`config.mk`:
```
export PLATFORM = sky130hd
export DESIGN_NAME = imem_loader
export DESIGN_NICKNAME = d
export VERILOG_FILES = /design/src/rtl/imem_loader.sv
export SDC_FILE = /design/constraint.sdc
export NUM_CORES = 1
export LEC_CHECK = 0
export BUFFER_PORTS_ARGS = -buffer_cell sky130_fd_sc_hd__buf_2
export CELL_PAD_IN_SITES_DETAIL_PLACEMENT = 0
export CELL_PAD_IN_SITES_GLOBAL_PLACEMENT = 1
export CORE_MARGIN = 2
export CORE_UTILIZATION = 49
export DETAILED_ROUTE_END_ITERATION = 10
export GPL_ROUTABILITY_DRIVEN = 0
export PLACE_DENSITY = 0.95
export SLEW_MARGIN = 5
export SYNTH_ARGS = -nofsm -noshare
export SYNTH_HDL_FRONTEND = slang
export SYNTH_SLANG_ARGS = --single-unit
```
`constraint.sdc`:
```
create_clock -name i_clk -period 5.1 [get_ports i_clk]
set_clock_uncertainty 0.1 [all_clocks]
set_input_delay 0.255 -clock i_clk [delete_from_list [all_inputs] [get_ports i_clk]]
set_output_delay 0.255 -clock i_clk [all_outputs]
set_load 0.1 [all_outputs]
```
`src/rtl/imem_loader.sv`:
```
// imem_loader: receives a framed program image over a byte stream, writes it
// into the instruction memory one 32-bit word at a time and holds the CPU
// core in reset until a frame with a matching checksum has been loaded.
//
// state   | meaning
// --------+-----------------------------------------------------------
// IDLE    | waiting for sync byte 0xA5, core released
// CNT_LO  | expecting low byte of word count
// CNT_HI  | expecting high byte of word count, range check on receipt
// DATA    | collecting payload bytes, one imem write per four bytes
// CSUM    | expecting checksum byte
// DONE    | image loaded and verified, core released
// ERR     | frame aborted (bad count, bad checksum, timeout), core held
module imem_loader #(
    parameter int N           = 2048,
    parameter int TIMEOUT_CYC = 1000000
) (
    input  logic        i_clk,
    input  logic        i_rst_n,
    input  logic        i_rx_valid,
    input  logic [7:0]  i_rx_data,
    output logic        o_wr_en,
    output logic [31:0] o_wr_addr,
    output logic [31:0] o_wr_data,
    output logic        o_busy,
    output logic        o_done,
    output logic        o_err,
    output logic        o_cpu_rst_n
);

    localparam int AW = $clog2(N);
    localparam int TW = $clog2(TIMEOUT_CYC + 1);
    localparam logic [7:0] SYNC = 8'hA5;

    typedef enum logic [2:0] {
        S_IDLE, S_CNT_LO, S_CNT_HI, S_DATA, S_CSUM, S_DONE, S_ERR
    } state_t;

    state_t          r_state;
    state_t          w_next;
    logic [15:0]     r_count;
    logic [AW-1:0]   r_word_idx;
    logic [1:0]      r_lane;
    logic [7:0]      r_csum;
    logic [23:0]     r_word;
    logic [TW-1:0]   r_idle;

    logic            w_in_frame;
    logic            w_timeout;
    logic            w_last_word;
    logic [15:0]     w_cnt_full;
    logic            w_cnt_bad;

    assign w_in_frame  = (r_state == S_CNT_LO) || (r_state == S_CNT_HI) ||
                         (r_state == S_DATA)   || (r_state == S_CSUM);
    // A byte arriving on the expiring cycle takes priority over the timeout.
    assign w_timeout   = w_in_frame && !i_rx_valid && (r_idle == TW'(TIMEOUT_CYC - 1));
    assign w_last_word = ({{(16-AW){1'b0}}, r_word_idx} == (r_count - 16'd1));
    assign w_cnt_full  = {i_rx_data, r_count[7:0]};
    assign w_cnt_bad   = (w_cnt_full == 16'd0) || (32'(w_cnt_full) > 32'(N));

    // Next-state selection; all transitions are byte-driven except timeout.
    always_comb begin
        w_next = r_state;
        case (r_state)
            S_IDLE, S_DONE, S_ERR:
                if (i_rx_valid && i_rx_data == SYNC) w_next = S_CNT_LO;
            S_CNT_LO:
                if (i_rx_valid) w_next = S_CNT_HI;
            S_CNT_HI:
                if (i_rx_valid) w_next = w_cnt_bad ? S_ERR : S_DATA;
            S_DATA:
                if (i_rx_valid && r_lane == 2'd3 && w_last_word) w_next = S_CSUM;
            S_CSUM:
                if (i_rx_valid) w_next = (i_rx_data == r_csum) ? S_DONE : S_ERR;
            default:
                w_next = S_IDLE;
        endcase
        if (w_timeout) w_next = S_ERR;
    end

    // State, datapath registers and registered outputs.
    always_ff @(posedge i_clk or negedge i_rst_n) begin
        if (!i_rst_n) begin
            r_state     <= S_IDLE;
            r_count     <= '0;
            r_word_idx  <= '0;
            r_lane      <= '0;
            r_csum      <= '0;
            r_word      <= '0;
            r_idle      <= '0;
            o_wr_en     <= 1'b0;
            o_wr_addr   <= '0;
            o_wr_data   <= '0;
            o_busy      <= 1'b0;
            o_done      <= 1'b0;
            o_err       <= 1'b0;
            o_cpu_rst_n <= 1'b1;
        end else begin
            r_state     <= w_next;
            o_wr_en     <= 1'b0;
            o_busy      <= (w_next == S_CNT_LO) || (w_next == S_CNT_HI) ||
                           (w_next == S_DATA)   || (w_next == S_CSUM);
            o_done      <= (w_next == S_DONE);
            o_err       <= (w_next == S_ERR);
            o_cpu_rst_n <= (w_next == S_IDLE) || (w_next == S_DONE);

            if (w_in_frame && !i_rx_valid) r_idle <= r_idle + TW'(1);
            else                           r_idle <= '0;

            case (r_state)
                S_IDLE, S_DONE, S_ERR: begin
                    if (i_rx_valid && i_rx_data == SYNC) begin
                        r_word_idx <= '0;
                        r_lane     <= '0;
                        r_csum     <= '0;
                    end
                end
                S_CNT_LO: if (i_rx_valid) r_count[7:0]  <= i_rx_data;
                S_CNT_HI: if (i_rx_valid) r_count[15:8] <= i_rx_data;
                S_DATA: begin
                    if (i_rx_valid) begin
                        r_csum <= r_csum + i_rx_data;
                        if (r_lane == 2'd3) begin
                            o_wr_en    <= 1'b1;
                            o_wr_addr  <= {{(30-AW){1'b0}}, r_word_idx, 2'b00};
                            o_wr_data  <= {i_rx_data, r_word};
                            r_word_idx <= r_word_idx + AW'(1);
                            r_lane     <= 2'd0;
                        end else begin
                            // Shift in from the top so lane 0 ends up in bits [7:0].
                            r_word <= {i_rx_data, r_word[23:8]};
                            r_lane <= r_lane + 2'd1;
                        end
                    end
                end
                default: ;
            endcase
        end
    end

endmodule
```
==> summary.md <==
| Metric | Value |
|---|---|
| Yosys cell types | 66 |
| Drt via density | 5.39 |
| Design Area, Final | 0.00738 sq mm |
| DP Wirelength | 9480 um |
| Largest net degree at the start of global routing | 71 |
| Worst-path clk slew | 0.06 ns |
| PwrDens | 355 mW/mm^2 |
| Post-DRT Antenna Nets | 0 |
| Post-Layout Cell Count | 900 |
| Power share of the clock group | 41.4% |
| Die X | 119 um |
| Final WL | 14000 um |
| CP Launch Type | register |
| CTS buffer count | 17 |
| Site Rows | 42 |
| Number of setup buffers added after CTS | 0 |
| DRT Pass-1 Iters | 5 |
| Status | finished, final reports clean |
| CTS resizes | 0 |
| GRT overflow | 0 |
| Core footprint | 0.0131 sq mm |
| Cells along the critical path | nand3_1, nor2_1, nand2_1, buf_4, inv_2, mux2_2 |
| Commonest non-fill, non-tap cells in the layout | nand2_1, dfrtp_1, buf_2 |
| Bufs on Longest Clock Path | 2 |
| Layout area overhead | 13.7% |
| Final Hold Viols | 0 |
| Vias | 4847 |
| Sw Ratio | 29.6% |
| Switching power | 0.000775 W |
| Initial DRC count | 297 |
| Combinational Power Share | 14.3% |
| # H-tree levels | 4 |
| Post-Syn Instances | 655 |
| Rel. slew slack | 25.3% |
| Pre-CTS setup slack | 2.18 ns |
| Post-route DRC | 0 |
| Period utilization | 58.5% |
| Internal power | 0.00185 W |
| Worst-Margin Slew | 1.12 ns |
| Post-Place Cell Area | 0.00684 sq mm |
| Number of port buffers | 58 |
| EDFF count, synth | 0 |
| Clk_lat worst skew | 0.42 ns |
| I/O Pins | 80 |
| CTS sink count | 132 |
| Synth warnings | 0 |
| Setup-failing EPs final | 0 |
| Root Buffer | clkbuf_16 |
| Chip height | 119 um |
| Fmax | 335 MHz |
| Max VDD drop | 228 uV |
| Crit path required time | 5.30 ns |
| Min Tclk post-route | 2.98 ns |
| Antenna violations before repair | 0 |
| Leading cell type in the layout, fill and taps excluded | nand2_1 |
| Antenna cells | 0 |
| Crit Path Category | register to register |
| Starting Density | 49.6% |
| First-pass GRT wire length | 23300 um |
| Die Area | 0.0142 sq mm |
| Post-layout net count | 734 |
| Worst setup margin | 2.12 ns |
| Share of cells above drive strength 1 | 19.5% |
| WP data arrival | 3.18 ns |
| Yosys reg bits | 132 |
| Syn avg cell area | 9.91 sq um |
| Crit path max fanout | 46 |
| FFs w/ async S/R, synth | 100% |
| Vias in the first global route | 4715 |
| Sequential area share after synthesis | 50.9% |
| Post-route setup TNS | 0 ns |
| Placed cell count | 867 |
| Leakage power | 3.74 nW |
| Slew Viols, Final | 0 |
| Worst path top cell family by delay | simple AND/OR/NAND/NOR gates |
| FILL cells | 1152 |
| Worst Setup End Kind | register |
| Slowest stage delay, CP | 0.59 ns |
| Slowest CP cell | inv_2 |
| WL/cell | 15.5 um |
| Synth top area share | 50.5% |
| Flop pwr share | 44.3% |
| Mapped cell area | 0.00649 sq mm |
| All-Layer GR Usage | 20.8% |
| Top cells by area, synth | dfrtp_1, nand2_1, mux2_2 |
| RSZ-0062 raised after global routing | no |
| Hold Path Class | primary input to register |
| Ys flop type | dfrtp_1 |
| CTS tree | yes |
| Max-cap violations | 0 |
| Hold-fix buffers, CTS | 1 |
| Buffers & Inverters on Critical Path | 2 |
| Area leader, netlist | dfrtp_1 |
==> path summary, 6_finish.rpt <==
| check | startpoint | endpoint | slack [ns] | cells after the start |
|---|---|---|---|---|
| min in group asynchronous | i_rst_n | o_wr_data[6] | 0.39 | 2 |
| hold / removal | i_rx_data[2] | o_wr_data[26] | 0.05 | 3 |
| setup reg to reg | r_state[0] | o_wr_data[31] | 2.12 | 6 |
| hold reg to reg | r_word[6] | o_wr_data[6] | 0.37 | 2 |
| setup / recovery | r_state[0] | o_wr_data[31] | 2.12 | 6 |
| max in group asynchronous | i_rst_n | r_count[7] | 3.18 | 3 |
==> through the flow <==
stage                     utilization, %  total power [W]  hold WS, ns
final                               56.4          0.00262       0.0501
after CTS                           56.4          0.00264       0.0294
after global placement              52.3          0.00154        0.303
after detailed placement            52.3          0.00155        0.319
after global routing                56.4          0.00273       0.0592
after floorplan                        -          0.00147       -0.141
==> power by group through the flow <==
stage               sequential, W  clock (W)  combinational (W)
floorplan                 0.00119          0           0.000282
global placement          0.00117          0           0.000361
detailed placement        0.00118          0           0.000373
CTS                       0.00116    0.00110           0.000377
global route              0.00117    0.00115           0.000410
finish                    0.00116    0.00109           0.000375
==> layer usage <==
layer	vias up	track usage [%]	share of wire, %
met5	-	0	0
met4	0	7.29	1.7
met3	28	6.27	4.9
met2	108	33.7	50
met1	2391	26.5	43
li1	2320	-	-
==> synthesized netlist by cell type, types with 12 or more instances <==
cell type / n
nand2_1: 156
dfrtp_1: 131
nor2_1: 41
mux2_2: 36
xnor2_1: 26
buf_4: 21
o21ai_0: 19
a21oi_1: 17
clkbuf_1: 17
nand3_1: 16
xor2_1: 13
inv_1: 12
==> logic make-up after synthesis <==
logic type / after synthesis / synth area share, %
and+or+nand+nor: 299 / 22.1
DFF: 132 / 50.9
AOI/OAI and AO/OA: 73 / 7.57
buffers and inverters: 59 / 4.84
xor gates and xnor gates: 39 / 5.26
muxes: 39 / 6.71
adders and majority gates: 13 / 2.58
other: 1 / 0.0577
==> flip-flops by register name, summed over array words and instances, names as in the netlist <==
name         count
o_busy           1
o_cpu_rst_n      1
o_done           1
o_err            1
o_wr_addr       11
o_wr_data       32
o_wr_en          1
r_count         16
r_csum           8
r_idle          20
r_lane           2
r_state          3
r_word          24
r_word_idx      11
==> tightest hold or removal path, cell delays in order <==
cell and delay, ns:
buf_2 0.16, nand2_1 0.07, nand2_1 0.04
==> final cells by class <==
type,instances,area (sq um),share of cell area [%]
clock inverter,13,85.1,1.15
tap,176,220,2.98
timing repair buffer,62,325,4.41
clock buffer,19,443,6.00
sequential,132,3300,44.8
inverter,14,52.6,0.712
multi-input combinational,484,2950,40.0
Power figures use the tool's default switching activity.
